--- config.mk ---
export PLATFORM = sky130hd
export DESIGN_NAME = rvh_l1d_mshr_alloc_arb
export DESIGN_NICKNAME = d
export VERILOG_FILES = /design/src/rtl/rvh_l1d_pkg.sv /design/src/rtl/rvh_l1d_rr_arb.sv /design/src/rtl/rvh_l1d_mshr_alloc_arb.sv
export SDC_FILE = /design/constraint.sdc
export NUM_CORES = 1
export LEC_CHECK = 0
export CAP_MARGIN = 20
export CORE_MARGIN = 10
export CORE_UTILIZATION = 49
export CTS_BUF_LIST = sky130_fd_sc_hd__clkbuf_4 sky130_fd_sc_hd__clkbuf_8
export DETAILED_ROUTE_END_ITERATION = 10
export GPL_TIMING_DRIVEN = 0
export PLACE_DENSITY = 0.84
export SYNTH_ARGS = -nofsm -noshare
export SYNTH_HDL_FRONTEND = slang
export SYNTH_SLANG_ARGS = --single-unit
--- constraint.sdc ---
create_clock -name clk -period 2.6 [get_ports clk]
set_input_delay 0.52 -clock clk [delete_from_list [all_inputs] [get_ports clk]]
set_output_delay 0.52 -clock clk [all_outputs]
set_load 0.02 [all_outputs]
--- src/rtl/rvh_l1d_pkg.sv ---
// -----------------------------------------------------------------------------
// rvh_l1d_pkg
// Shared L1D constants: MSHR sizing and the line-address layout
// (tag + set index) used by the MSHR allocation arbiter.
// -----------------------------------------------------------------------------
package rvh_l1d_pkg;

    localparam int N_MSHR                   = 4;
    localparam int N_MSHR_W                 = 2;
    localparam int L1D_BANK_PADDR_TAG_WIDTH = 12;
    localparam int L1D_BANK_SET_INDEX_WIDTH = 2;

    // A line address is the tag concatenated with the set index.
    localparam int LINE_ADDR_W = L1D_BANK_PADDR_TAG_WIDTH + L1D_BANK_SET_INDEX_WIDTH;

    typedef logic [LINE_ADDR_W-1:0] line_addr_t;

endpackage

--- src/rtl/rvh_l1d_rr_arb.sv ---
// -----------------------------------------------------------------------------
// rvh_l1d_rr_arb
// N-wide round-robin arbiter. Scans the request vector starting at the
// pointer position, wrapping around, and grants the first asserted request.
//
// Ports:
//   req    in   N       request vector
//   ptr    in   PTR_W   highest-priority position for this cycle
//   grant  out  N       one-hot grant (all zero when no request)
// -----------------------------------------------------------------------------
module rvh_l1d_rr_arb #(
    parameter int N     = 2,
    parameter int PTR_W = (N > 1) ? $clog2(N) : 1
) (
    input  logic [N-1:0]     req,
    input  logic [PTR_W-1:0] ptr,
    output logic [N-1:0]     grant
);

    logic [PTR_W-1:0] idx_s;
    logic             found_s;

    // Rotating priority scan: first request at or after ptr wins.
    always_comb begin
        grant   = '0;
        found_s = 1'b0;
        idx_s   = '0;
        for (int i = 0; i < N; i++) begin
            idx_s = PTR_W'((int'(ptr) + i) % N);
            if (!found_s && req[idx_s]) begin
                grant[idx_s] = 1'b1;
                found_s      = 1'b1;
            end else begin
                found_s = found_s;
            end
        end
    end

endmodule

--- src/rtl/rvh_l1d_mshr_alloc_arb.sv ---
// -----------------------------------------------------------------------------
// rvh_l1d_mshr_alloc_arb
// Arbitrates MSHR allocation requests from N_REQ L1D miss sources and hands
// out at most one free MSHR id per cycle (lowest free id). Tracks which
// entries are busy and which line each owns, so a requester whose line is
// already in flight is told to replay instead of double-allocating.
//
// Ports:
//   clk, rst                synchronous active-high reset
//   req_valid_i             per-requester allocation request
//   req_line_addr_i         per-requester line address (packed, r0 in LSBs)
//   req_ready_o             one-hot grant this cycle (combinational)
//   req_conflict_o          line owned by a busy MSHR, replay (combinational)
//   alloc_valid_o           registered single-cycle allocation strobe
//   alloc_id_o              registered allocated MSHR id
//   alloc_req_idx_o         registered winning requester index
//   alloc_line_addr_o       registered winning line address
//   dealloc_valid_i/idx_i   entry freed by the MLFB
//   rob_flush_i             suppresses grants in this cycle only
//   full_o, free_cnt_o      occupancy, combinational from state
// -----------------------------------------------------------------------------
module rvh_l1d_mshr_alloc_arb
    import rvh_l1d_pkg::*;
#(
    parameter int N_REQ = 2,
    parameter int REQ_W = (N_REQ > 1) ? $clog2(N_REQ) : 1
) (
    input  logic                         clk,
    input  logic                         rst,
    input  logic [N_REQ-1:0]             req_valid_i,
    input  logic [N_REQ*LINE_ADDR_W-1:0] req_line_addr_i,
    output logic [N_REQ-1:0]             req_ready_o,
    output logic [N_REQ-1:0]             req_conflict_o,
    output logic                         alloc_valid_o,
    output logic [N_MSHR_W-1:0]          alloc_id_o,
    output logic [REQ_W-1:0]             alloc_req_idx_o,
    output logic [LINE_ADDR_W-1:0]       alloc_line_addr_o,
    input  logic                         dealloc_valid_i,
    input  logic [N_MSHR_W-1:0]          dealloc_idx_i,
    input  logic                         rob_flush_i,
    output logic                         full_o,
    output logic [N_MSHR_W:0]            free_cnt_o
);

    // State
    logic [N_MSHR-1:0]    busy_r;
    line_addr_t           line_r [N_MSHR];
    logic [REQ_W-1:0]     rr_ptr_r;
    logic                 alloc_valid_r;
    logic [N_MSHR_W-1:0]  alloc_id_r;
    logic [REQ_W-1:0]     alloc_req_idx_r;
    line_addr_t           alloc_line_addr_r;

    // Combinational
    line_addr_t           req_addr_s [N_REQ];
    logic [N_REQ-1:0]     conflict_s;
    logic [N_REQ-1:0]     eligible_s;
    logic [N_REQ-1:0]     arb_grant_s;
    logic [N_REQ-1:0]     grant_s;
    logic                 grant_en_s;
    logic                 full_s;
    logic [N_MSHR_W:0]    free_cnt_s;
    logic [N_MSHR_W-1:0]  free_id_s;
    logic [REQ_W-1:0]     win_idx_s;
    line_addr_t           win_addr_s;
    logic [REQ_W-1:0]     rr_next_s;
    logic [N_MSHR-1:0]    dealloc_mask_s;
    logic [N_MSHR-1:0]    alloc_mask_s;

    // Unpack the flat request address bus into per-requester lanes.
    always_comb begin
        for (int r = 0; r < N_REQ; r++) begin
            req_addr_s[r] = req_line_addr_i[r*LINE_ADDR_W +: LINE_ADDR_W];
        end
    end

    // Line conflict against every busy entry; an entry being freed this
    // cycle still reads as busy, so its line cannot be re-requested yet.
    always_comb begin
        logic hit;
        hit = 1'b0;
        for (int r = 0; r < N_REQ; r++) begin
            hit = 1'b0;
            for (int e = 0; e < N_MSHR; e++) begin
                hit = hit | (busy_r[e] & (line_r[e] == req_addr_s[r]));
            end
            conflict_s[r] = req_valid_i[r] & hit;
        end
    end

    // Occupancy and lowest free id; downward scan leaves the lowest index.
    always_comb begin
        full_s     = &busy_r;
        free_cnt_s = '0;
        free_id_s  = '0;
        for (int e = N_MSHR - 1; e >= 0; e--) begin
            free_cnt_s = free_cnt_s + (N_MSHR_W + 1)'(~busy_r[e]);
            if (!busy_r[e]) begin
                free_id_s = N_MSHR_W'(e);
            end else begin
                free_id_s = free_id_s;
            end
        end
    end

    assign eligible_s = req_valid_i & ~conflict_s;

    rvh_l1d_rr_arb #(
        .N     (N_REQ),
        .PTR_W (REQ_W)
    ) u_rr_arb (
        .req   (eligible_s),
        .ptr   (rr_ptr_r),
        .grant (arb_grant_s)
    );

    // Grant qualification, winner decode and next-state masks.
    always_comb begin
        grant_en_s = ~rob_flush_i & ~full_s & (|eligible_s);
        grant_s    = grant_en_s ? arb_grant_s : '0;
        win_idx_s  = '0;
        win_addr_s = '0;
        for (int r = 0; r < N_REQ; r++) begin
            if (arb_grant_s[r]) begin
                win_idx_s  = REQ_W'(r);
                win_addr_s = req_addr_s[r];
            end else begin
                win_idx_s  = win_idx_s;
            end
        end
        if (win_idx_s == REQ_W'(N_REQ - 1)) begin
            rr_next_s = '0;
        end else begin
            rr_next_s = win_idx_s + REQ_W'(1);
        end
        dealloc_mask_s = dealloc_valid_i ? (N_MSHR'(1) << dealloc_idx_i) : '0;
        alloc_mask_s   = grant_en_s ? (N_MSHR'(1) << free_id_s) : '0;
    end

    // Busy/line tracking, round-robin pointer and registered alloc outputs.
    always_ff @(posedge clk) begin
        if (rst) begin
            busy_r            <= '0;
            for (int e = 0; e < N_MSHR; e++) begin
                line_r[e] <= '0;
            end
            rr_ptr_r          <= '0;
            alloc_valid_r     <= 1'b0;
            alloc_id_r        <= '0;
            alloc_req_idx_r   <= '0;
            alloc_line_addr_r <= '0;
        end else begin
            // Freed id differs from the allocated one (freed ids are busy).
            busy_r        <= (busy_r & ~dealloc_mask_s) | alloc_mask_s;
            alloc_valid_r <= grant_en_s;
            if (grant_en_s) begin
                line_r[free_id_s] <= win_addr_s;
                rr_ptr_r          <= rr_next_s;
                alloc_id_r        <= free_id_s;
                alloc_req_idx_r   <= win_idx_s;
                alloc_line_addr_r <= win_addr_s;
            end else begin
                rr_ptr_r          <= rr_ptr_r;
            end
        end
    end

    assign req_ready_o       = grant_s;
    assign req_conflict_o    = conflict_s;
    assign full_o            = full_s;
    assign free_cnt_o        = free_cnt_s;
    assign alloc_valid_o     = alloc_valid_r;
    assign alloc_id_o        = alloc_id_r;
    assign alloc_req_idx_o   = alloc_req_idx_r;
    assign alloc_line_addr_o = alloc_line_addr_r;

endmodule

Yosys cells after proc, flatten, opt, wreduce, memory -nomap -nowiden
Memory sizes are Yosys's and may differ from the RTL's. Cells that the tools add are included. W data, S select, Z words.

Output and inout port bits: 26. Register bits after elaboration: 23. RAM bits: 56. Memories: 1.

Add/sub/neg operators: 5. Equal/unequal tests: 8. Order comparisons: 4. Reduce and logical (&&, ||, !) cells: 7. Bitwise gates (word level): 30. Mux-type cells: 30. Shift-type cells: 2.

Memory list: line_r (depth 4, bits a word 14, read ports 4, clocked after Yosys merged registers in 0, write ports 4, RTL line rvh_l1d_mshr_alloc_arb.sv:47) `line_addr_t line_r [N_MSHR];`.

Operators by type and width (count): $eq A14 B14 Y1 (8); $mux W14 (3); $mux W2 (8); $mux W1 (15); $reduce_or A14 Y1 (1); $and A1 B1 Y1 (12); $not A1 Y3 (4); $add A3 B3 Y3 (3); $mux W4 (2); $shl A1 B2 Y4 const A (2); $or A1 B1 Y1 (6); $and A4 B4 Y4 (1); $lt A1 B2 Y1 const B (2); $not A4 Y4 (1); $or A4 B4 Y4 (1); $reduce_and A4 Y1 (1); $logic_and A1 B1 Y1 (3); $add A1 B1 Y1 const B (2); $and A2 B2 Y2 (1); $demux W1 S1 (2); $ge A1 B1 Y1 const B (2); $not A1 Y1 (2); $not A2 Y2 (1); $or A2 B2 Y2 (1); 2 further kinds (2).

Depth between registers and ports, before layout
Gate-level depths: netlist of run 1.

Depth after elaboration: 17. Depth in mapped cells: 11. Mapped depth without buffers: 8.

Modules after synthesis
From an unflattened synthesis of run 1, not the netlist that was laid out.

Cell total of the unflattened synthesis: 500. Area total of the unflattened synthesis: 4882.2 um2.

By module, submodules not included: rvh_l1d_mshr_alloc_arb (area an instance 4863.4 um2, instances 1, cells each 497); rvh_l1d_rr_arb (area an instance 18.8 um2, instances 1, cells each 3).

Worst setup path before layout of run 1
No wires, ideal clock.

Path kind: input -> output. Start: input port req_line_addr_i[16]. End: output port req_ready_o[1]. Arrival time: 2.301 ns. Setup slack: -0.221 ns. Cell stages on the path: 9. Path buffers: 2. Data required time: 2.080 ns. Cells stage by stage: buf_4 > xnor2_1 > nand4_1 > nor4_1 > or4_4 > a311oi_4 > buf_12 > nand2_1 > inv_1.

Cells in the longest elaborated chain, start to end: 15. Elaborated cells on any way between the ends: 27.

Ends and longest elaborated chain: start, declared (RTL line rvh_l1d_mshr_alloc_arb.sv:31) `input logic [N_REQ*LINE_ADDR_W-1:0] req_line_addr_i,`; $eq A14 B14 Y1 (RTL line rvh_l1d_mshr_alloc_arb.sv:85) `hit = hit | (busy_r[e] & (line_r[e] == req_addr_s[r]));`; $and A1 B1 Y1 (RTL line rvh_l1d_mshr_alloc_arb.sv:85); $or A1 B1 Y1 (2 in a row) (RTL line rvh_l1d_mshr_alloc_arb.sv:85); $or A1 B1 Y1 (*) (RTL line rvh_l1d_mshr_alloc_arb.sv:85); $and A1 B1 Y1 (*) (RTL line rvh_l1d_mshr_alloc_arb.sv:87) `conflict_s[r] = req_valid_i[r] & hit;`; $not A2 Y2 (*) (RTL line rvh_l1d_mshr_alloc_arb.sv:106) `assign eligible_s = req_valid_i & ~conflict_s;`; $and A2 B2 Y2 (*) (RTL line rvh_l1d_mshr_alloc_arb.sv:106); $mux W1 (not written as such) (2 in a row) (RTL line rvh_l1d_rr_arb.sv:30) `if (!found_s && req[idx_s]) begin`; $mux W1 (RTL line rvh_l1d_rr_arb.sv:30); $logic_not A1 Y1 (RTL line rvh_l1d_rr_arb.sv:30); $logic_and A1 B1 Y1 (RTL line rvh_l1d_rr_arb.sv:30); $mux W2 (RTL line rvh_l1d_rr_arb.sv:30); $mux W2 (*) (RTL line rvh_l1d_mshr_alloc_arb.sv:120) `grant_s = grant_en_s ? arb_grant_s : '0;`; end, declared (RTL line rvh_l1d_mshr_alloc_arb.sv:32) `output logic [N_REQ-1:0] req_ready_o,`.

Every way passes the cells marked *; elsewhere a longest branch is shown, timed or not. The select of a mux whose other input is x is not followed.

==> results.toml, run 1 <==
[placement]
io_buffer_count = 33
place_congestion = 0.9597
dp_hpwl_mm = 12.11

[routing]
ant_nets = 0
via_count = 4797
drt_first_pass_iters = 6
via_per_inst = 6.747
drc_errors = 0
drt_wl_total_mm = 21.69
post_drt_wl_per_cell_um = 30.50
drt-initial-drc-count = 738

[logic_synthesis]
synth_common_cells = "xnor2_1 (112), edfxtp_1 (56), nand4_1 (48)"
yosys_warnings = 0
postSynth.asyncResetShare_pct = 0
netlist_area_mm2 = 0.005271
yosysTopAreaCellShare_pct = 31.90
synth_edf_count = 56
synth_nets = 512
avgSynthCellArea_um2 = 11.22
synth_top_flop_cell = "edfxtp_1"
ys_types = 44
synth_seq_area_share_pct = 40.64
post-synth-top-count-cell = "xnor2_1"
yosys_register_bits = 79
synth_area_leader_cell = "edfxtp_1"
syn_inst = 470
synth.area.top_cells = "edfxtp_1 (32%), xnor2_1 (19%), dfxtp_1 (8.7%)"

[cells_and_area]
syn_to_final_growth_pct = 46.40
n_antenna_cell = 0
drive_gt1_share_pct = 46.43
nets = 612
fillCellCount = 633

[die]
start_util_pct = 50.61
core_area_mm2 = 0.01042
die-area_mm2 = 0.01531
die_w_um = 123.7
die_h_um = 123.7
num_rows = 37
io_pins = 62

[setup_path]
cpMostUsedCell = "nor4_4"
max_stage_delay_ns = 0.48
slowest_stage = "edfxtp_1"
critical_path_arrival_ns = 2.59
cp.required_ns = 2.08
cp-end-kind = "output pin"
critPathMaxFanout = 3
crit_type = "reg -> out"
startpoint_type = "flop"
cp_cell_sequence = "xnor2_1 -> nand4_1 -> nor4_4 -> nor4_4 -> nand3_2 -> clkbuf_16 -> and3_1 -> buf_6"

[pwr]
vdd_drop_max_mv = 0.3941
powerDensity_mw_per_mm2 = 490.2
power.total_mw = 3.783
cellLeakagePower_nw = 2.790

[timing]
grt_setup_unrepaired = "true"
finalCriticalPeriod_ns = 3.112
slew_headroom_pct = 48.35
hold_ws_ns = 0.4748
max_freq_mhz = 321.3
drv_slew = 0
fin_crit_sh_pct = 119.7
worst_slack_ns = -0.5120
report.final.setup_viol = 134
clock-skew-final_ns = 0.01246
tightest_slew_ns = 0.7748
hold_viol_final = 0

[clock_network]
worstSkewPairLatency_ns = 0.36
cts.path.max_buffers = 2
cts-root-buf = "clkbuf_8"
clk_pin_slew_ns = 0.09
cts_tree = "yes"
cts-buffers-inserted = 9
clock-sinks = 79
h-tree-depth = 3

[run_status]
failed_checks = "setup timing"
outcome = "complete, but fails checks"

[grt]
grt_max_degree = 15
first_global_vias = 4501
grt_overflow = 0
grt_pass1_wl_mm = 26.92
antenna_found_initial = 0
grt_usage_pct = 23.64

[job]
drv_cap = 0

[worst_hold_path]
hold_class = "reg -> reg"
==> state kept, by name (all words and copies together) (netlist names) <==
name and count:
alloc_id_o 2, alloc_line_addr_o 14, alloc_req_idx_o 1, alloc_valid_o 1, busy_r 4, line_r 56, rr_ptr_r 1
==> area by class of cell <==
cell class / instances / area, µm² / area share (%)
clock buffers: 9 / 123.9 / 1.605
repair buffers: 89 / 939.7 / 12.18
clock inverters: 7 / 118.9 / 1.540
inverters: 9 / 36.28 / 0.4702
flip-flops and latches: 79 / 2150 / 27.85
well taps: 136 / 170.2 / 2.205
multi-input cells: 338 / 3680 / 47.68
plain buffers: 44 / 499.2 / 6.469
==> logic make-up (layout without fill, tap and decap cells) <==
group	Yosys count	after routing	share of synthesized area, %
AOI/OAI and AO/OA	36	36	9.732
xor gates and xnor gates	112	112	18.61
adders and majority gates	6	6	1.567
buffers and inverters	56	158	8.521
DFF	79	79	40.64
muxes	2	2	0.3798
and+or+nand+nor	179	182	20.56
==> layout by cell type, fill, tap and decap left out, drive strengths merged, types with 2 or more instances in the layout <==
cell           netlist  final
edfxtp              56     56
clkbuf              12     19
xnor2              112    112
dlygate4sd2          0      2
nor3                30     30
nand2b               7     10
and3                 2      2
nand2                8      8
ha                   5      5
clkdlybuf4s50        0     26
a21oi                2      2
nand4               48     48
a32oi               14     14
mux2i                2      2
buf                 35     95
dfxtp               23     23
bufinv               0      3
inv                  9     11
nand3b               3      3
nand3               19     19
nor2                36     36
nor4                19     19
and2                 2      2
o2bb2ai             14     14
==> timing repair <==
action,CTS,global route
setup endpoints to repair,135,133
pin swaps,29,35
buffers inserted,28,24
hold buffers,0,0
gates cloned,2,6
gates resized for setup,106,112
==> per-stage QoR <==
step | TNS [ns] | instances | worst slack [ns] | area [µm²] | utilization, %
CTS | -0.7814 | 682 | -0.3074 | 6792 | 65.20
floorplan | -0.1263 | 470 | -0.1263 | 5301 | -
global route | -27.83 | 711 | -0.5118 | 7717 | 74.09
global placement | -63.24 | 639 | -1.109 | 5802 | 55.70
detailed placement | -65.33 | 639 | -1.133 | 5802 | 55.70
finish | -27.73 | 711 | -0.5120 | 7717 | 74.09
==> metal layers <==
layer | GRT usage [%] | up-vias | wire, µm
met1 | 29.74 | 2288 | 7549
met2 | 37.78 | 435 | 10030
met4 | 12.15 | 0 | 1643
met3 | 4.751 | 142 | 2465
met5 | 0 | - | 0
li1 | - | 1932 | -
==> report_power, final <==
group	total [mW]	internal [mW]	switching, mW
Sequential	1.50	1.42	0.0831
Combinational	1.14	0.509	0.634
Clock	1.14	0.642	0.496
==> worst paths after layout <==
kind / startpoint / end / slack, ns / depth (start not counted)
max: line_r[2][7] / req_ready_o[0] / -0.51 / 8
min: alloc_line_addr_o[9] / alloc_line_addr_o[9] / 0.47 / 1
max reg2reg: line_r[2][10] / line_r[1][5] / -0.42 / 11
min reg2reg: alloc_line_addr_o[9] / alloc_line_addr_o[9] / 0.47 / 1
==> worst max-delay path: cells and delay by family (launching register included) <==
kind	cells	cell delay [ns]
xor+xnor	1	0.37
buf+inv	2	0.28
flops	1	0.48
simple gates	5	1.10
Note: power is estimated with default switching activity, not from simulation.
==> inputs of run 2 (changes only) <==
Settings changed: CTS_CLUSTER_SIZE from default to 28, DONT_BUFFER_PORTS from default to 1, PLACE_DENSITY 0.84 to 0.76.
==> run 2 against run 1 <==
The run still ends with setup timing left. Total power fell by 2.2%. Via count fell by 7.2%. Fmax rose by 2.6%. Worst hold slack got worse by 0.16 ns. Critical endpoint is now req_ready_o[1]. Largest power group unchanged.
==> results.toml, run 2 (synthesized netlist as in run 1, its figures left out) <==
[timing]
hold_ws_ns = 0.3164
hold_viol_final = 0
finalCriticalPeriod_ns = 3.033
slew_headroom_pct = 53.69
tightest_slew_ns = 0.6921
drv_slew = 0
worst_slack_ns = -0.4326
clock-skew-final_ns = 0.01126
grt_setup_unrepaired = "true"
report.final.setup_viol = 83
fin_crit_sh_pct = 116.6
max_freq_mhz = 329.8

[die]
start_util_pct = 50.61
die_h_um = 123.7
die-area_mm2 = 0.01531
io_pins = 62
die_w_um = 123.7
num_rows = 37
core_area_mm2 = 0.01042

[clock_network]
holdBufCountCts = 0
cts_tree = "yes"
clock-sinks = 79
worstSkewPairLatency_ns = 0.39
cts.path.max_buffers = 2
cts-buffers-inserted = 9
cts-root-buf = "clkbuf_8"
h-tree-depth = 3
clk_pin_slew_ns = 0.09

[routing]
via_per_inst = 6.557
drt-initial-drc-count = 659
post_drt_wl_per_cell_um = 28.42
drt_wl_total_mm = 19.30
ant_nets = 0
via_count = 4452
drc_errors = 0
drt_first_pass_iters = 6

[pwr]
p_int_mw = 2.556
p_switching_mw = 1.143
comb_power_share_pct = 26.9
powerDensity_mw_per_mm2 = 509.1
switching_share_pct = 30.89
power.share.clock_pct = 32.1
vdd_drop_max_mv = 0.3200
p_seq_share_pct = 41.0
cellLeakagePower_nw = 2.534

[cells_and_area]
drive_gt1_share_pct = 44.75
fillCellCount = 688
syn_to_final_growth_pct = 37.84
nets = 580
seq_area_mm2 = 0.002145
largest_reg_flops = 56
layout_commonest_cell = "xnor2_1"
final_core_util_pct = 69.75
largest-register = "line_r"
n_antenna_cell = 0
final_cell_mix = "xnor2_1 (89), edfxtp_1 (56), nand4_1 (48), buf_6 (35), buf_4 (34)"
multi_input_area_mm2 = 0.003508

[placement]
dpl_worst_slack_ns = -0.6995
io_buffer_count = 0
dp_hpwl_mm = 12.31
place_congestion = 1.001

[setup_path]
cp.required_ns = 2.08
critical_path_arrival_ns = 2.51
crit_type = "reg -> out"
cp-end-kind = "output pin"
critPathMaxFanout = 3
startpoint_type = "flop"

[grt]
first_global_vias = 3945
grt_max_degree = 15
grt_usage_pct = 22.69
grt_overflow = 0
grt_pass1_wl_mm = 25.13
antenna_found_initial = 0

[run_status]
failed_checks = "setup timing"
outcome = "complete, but fails checks"

[job]
drv_cap = 0

[worst_hold_path]
hold_class = "in -> reg"
==> run 2: cell count changes in the layout (fill, tap and decap cells not counted), sizes merged <==
cell / before / now
clkinvlp: 1 / 0
clkinv: 1 / 2
clkbuf: 19 / 24
nand4bb: 1 / 2
buf: 95 / 87
dlygate4sd2: 2 / 0
clkdlybuf4s50: 26 / 0
inv: 11 / 9
==> run 2: worst paths after layout <==
path                                to  slack (ns)  depth (start not counted)                  from
setup reg to reg         line_r[1][13]       -0.23                         12          line_r[3][1]
hold / removal               busy_r[0]        0.32                          2      dealloc_idx_i[1]
setup / recovery        req_ready_o[1]       -0.43                          8          line_r[2][1]
hold reg to reg   alloc_line_addr_o[4]        0.58                          1  alloc_line_addr_o[4]
==> run 2: power groups by stage <==
stage	logic, mW	registers, mW	clock network, mW
detailed placement	0.676	1.54	0
CTS	0.767	1.51	1.17
floorplan	0.519	1.52	0
global route	1.03	1.52	1.22
global placement	0.673	1.53	0
finish	0.996	1.52	1.19
==> run 2: worst max-delay path, cell delays in order, from the launching register on <==
cell      delay (ns)
edfxtp_1        0.45
xnor2_1         0.30
nand4_1         0.20
nor4_4          0.37
nor4_4          0.12
a311oi_4        0.38
buf_12          0.15
nand2_4         0.06
inv_4           0.10
==> run 2: area by class of cell <==
class                   instances  share of cell area, %
multi-input cells             339                  48.29
flip-flops and latches         79                  29.52
repair buffers                 56                  9.316
plain buffers                  44                  6.492
well taps                     136                  2.342
clock buffers                  11                  2.084
clock inverters                 5                  1.429
inverters                       9                 0.5338
==> run 2: through the flow <==
stage	std cells	setup TNS (ns)	cell area, µm²	total power [mW]
after detailed placement	606	-62.61	5472	2.212
final	679	-10.76	7266	3.699
after floorplan	470	-0.1263	5301	2.035
after CTS	635	-0.7828	6307	3.447
after global routing	679	-15.28	7266	3.778
after global placement	606	-60.98	5472	2.208
==> run 2: routing by layer <==
layer  global-route usage [%]  share of wire (%)
met1                    28.15                 37
met5                        0                  0
met4                    15.57                6.7
met3                    4.977                 10
met2                    34.64                 47
==> run 2: repair_timing <==
item | CTS | global route
setup buffers | 14 | 37
cloned | 2 | 9
endpoints found under the setup margin | 134 | 123
pin swaps | 18 | 32
gates resized for setup | 75 | 100
==> inputs of run 3 (changes only) <==
Settings changed: CORE_UTILIZATION 49 to 30, PLACE_DENSITY 0.76 to default, PLACE_DENSITY_LB_ADDON from default to 0.2.
==> run 3 against run 2 <==
The flow still finishes with violations (setup timing). Largest cell class unchanged. Worst hold slack better by 0.034 ns. Flip-flop and latch count unchanged. Die area up 52%. Critical endpoint unchanged. Design area up 0.81%. Core utilization down 27 points. Sequential power about the same. Non-clock buffer count down 6. Count of clock-buffer cells in the layout down 1. Global-route usage down 7.9 points. Clock skew down 0.00051 ns. Highest routed layer unchanged. Critical path type unchanged. Sequential share of layout area down 0.24 points.
==> results.toml, run 3 (synthesized netlist as in run 1, its figures left out) <==
[setup_path]
cp_cell_sequence = "xnor2_1 -> nand4_1 -> nor4_2 -> nor4_4 -> a311oi_4 -> buf_12 -> nand2_4 -> inv_4"
cp-end-kind = "output pin"
critPathMaxFanout = 2
reg2regPathDepth = 11
slowest_stage = "edfxtp_1"
max_stage_delay_ns = 0.43
cp.required_ns = 2.08
crit_type = "reg -> out"
crit_family = "simple AND/OR/NAND/NOR gates"
reg2reg_from = "line_r[0][1]"
critPathBufInv = 2
r2r-end = "line_r[1][4]"
startpoint_type = "flop"
r2r_slack_ns = -0.15
critical_path_arrival_ns = 2.45

[timing]
report.final.setup_viol = 118
fin_crit_sh_pct = 114.4
worst_slack_ns = -0.3735
drv_slew = 0
slew_headroom_pct = 47.40
finalCriticalPeriod_ns = 2.974
clock-skew-final_ns = 0.01075
max_freq_mhz = 336.3
grt_setup_unrepaired = "true"
tightest_slew_ns = 0.7891
hold_viol_final = 0
fin_setup_tns_ns = -8.149

[grt]
grt_overflow = 0
grt_usage_pct = 14.78
first_global_vias = 4014
grt_max_degree = 15
grt_pass1_wl_mm = 25.67
antenna_found_initial = 0

[worst_hold_path]
hold_class = "in -> reg"
whs_path_depth = 3
hp-start = "dealloc_idx_i[1]"
min_to = "busy_r[3]"

[cells_and_area]
final_cell_mix = "xnor2_1 (69), edfxtp_1 (56), nand4_1 (48), xnor2_2 (43), buf_4 (41)"
drive_gt1_share_pct = 48.79
final_core_util_pct = 42.49
syn_to_final_growth_pct = 38.95
layout_commonest_cell = "xnor2_1"
stdcell_count = 762
n_antenna_cell = 0
nets = 574
largest_reg_flops = 56
largest-register = "line_r"

[clock_network]
cts-root-buf = "clkbuf_8"
clock-sinks = 79
holdBufCountCts = 0
cts_tree = "yes"
h-tree-depth = 3
worstSkewPairLatency_ns = 0.38
clk_pin_slew_ns = 0.09
cts.path.max_buffers = 2
cts-buffers-inserted = 9

[placement]
dp_hpwl_mm = 13.68
dpl_worst_slack_ns = -0.6093
placed_cells = 695
place_congestion = 0.9434
io_buffer_count = 0

[pwr]
p_int_mw = 2.210
cellLeakagePower_nw = 2.533
p_seq_share_pct = 45.6
p_switching_mw = 1.116
powerDensity_mw_per_mm2 = 454.1
vdd_drop_max_mv = 0.2166
power.total_mw = 3.326
switching_share_pct = 33.56
comb_power_share_pct = 29.2
power.share.clock_pct = 25.2

[die]
die_h_um = 152.6
die-area_mm2 = 0.02327
num_rows = 48
core_area_mm2 = 0.01724
start_util_pct = 30.58
die_w_um = 152.6
io_pins = 62

[routing]
via_per_inst = 5.207
ant_nets = 0
via_count = 3968
post_drt_wl_per_cell_um = 23.98
drc_errors = 0
drt_first_pass_iters = 4
drt-initial-drc-count = 230
drt_wl_total_mm = 18.27

[run_status]
outcome = "complete, but fails checks"
failed_checks = "setup timing"

[job]
drv_cap = 0
run 3: cell types whose count changed in the layout (fill, tap and decap cells not counted), moves of 4 or more:
cell / delta
xnor2_1: -20
xnor2_2: +20
nor2_1: -13
buf_6: -11
nor2_4: +11
buf_4: +7
buf_12: +6
a32oi_4: -5
buf_8: -5
nor3_1: +4
nor3_4: -4
run 3: worst max-delay path by stage:
stage                             from             end  slack (ns)  cells after the start
floorplan           req_line_addr_i[9]  req_ready_o[1]       -0.13                      9
global placement    req_line_addr_i[2]  req_ready_o[1]       -0.60                      9
detailed placement  req_line_addr_i[0]  req_ready_o[1]       -0.61                      9
CTS                       line_r[2][1]  req_ready_o[1]       -0.34                      8
global route              line_r[2][0]  req_ready_o[1]       -0.47                      8
finish                    line_r[0][1]  req_ready_o[1]       -0.37                      8
run 3: stage by stage:
stage / hold WS [ns] / instance area (µm²)
4_1_cts: 0.3284 / 6556
2_1_floorplan: 0.4811 / 5301
6_report: 0.3502 / 7325
3_3_place_gp: 0.5038 / 5583
5_1_grt: 0.3678 / 7325
3_5_place_dp: 0.5148 / 5583
run 3: worst register-to-register path: stages (launching register included):
cell	delay, ns
edfxtp_1	0.43
xnor2_1	0.32
nand4_1	0.16
nor4_2	0.37
nor4_4	0.11
buf_4	0.17
a22o_1	0.23
buf_6	0.14
buf_6	0.13
nand4b_4	0.17
clkbuf_16	0.20
nor3_2	0.04
run 3: final cells by class:
cell class / instances / area, µm²
fillers: 1605 / 9912
multi-input cells: 339 / 3632
flip-flops and latches: 79 / 2145
repair buffers: 51 / 568.0
plain buffers: 43 / 493.0
well taps: 225 / 281.5
clock buffers: 10 / 131.4
clock inverters: 6 / 37.54
inverters: 9 / 36.28
run 3: power groups by stage:
stage	combinational [mW]	sequential, mW	clock (mW)
final	0.970	1.52	0.839
after global routing	1.02	1.53	0.910
after CTS	0.816	1.51	0.858
after detailed placement	0.690	1.53	0
after global placement	0.688	1.53	0
after floorplan	0.519	1.52	0
run 3: repair_timing:
item	CTS	global route
gates cloned	4	4
pin swaps	18	24
setup endpoints to repair	134	132
gates resized for setup	103	98
buffers inserted	16	31
run 3: per-layer routing:
layer / vias up / track usage, % / share of wire (%)
met3: 33 / 2.625 / 4.2
met5: - / 0 / 0
met4: 0 / 6.994 / 2.5
li1: 1847 / - / -
met2: 109 / 24.92 / 51
met1: 1979 / 17.84 / 42
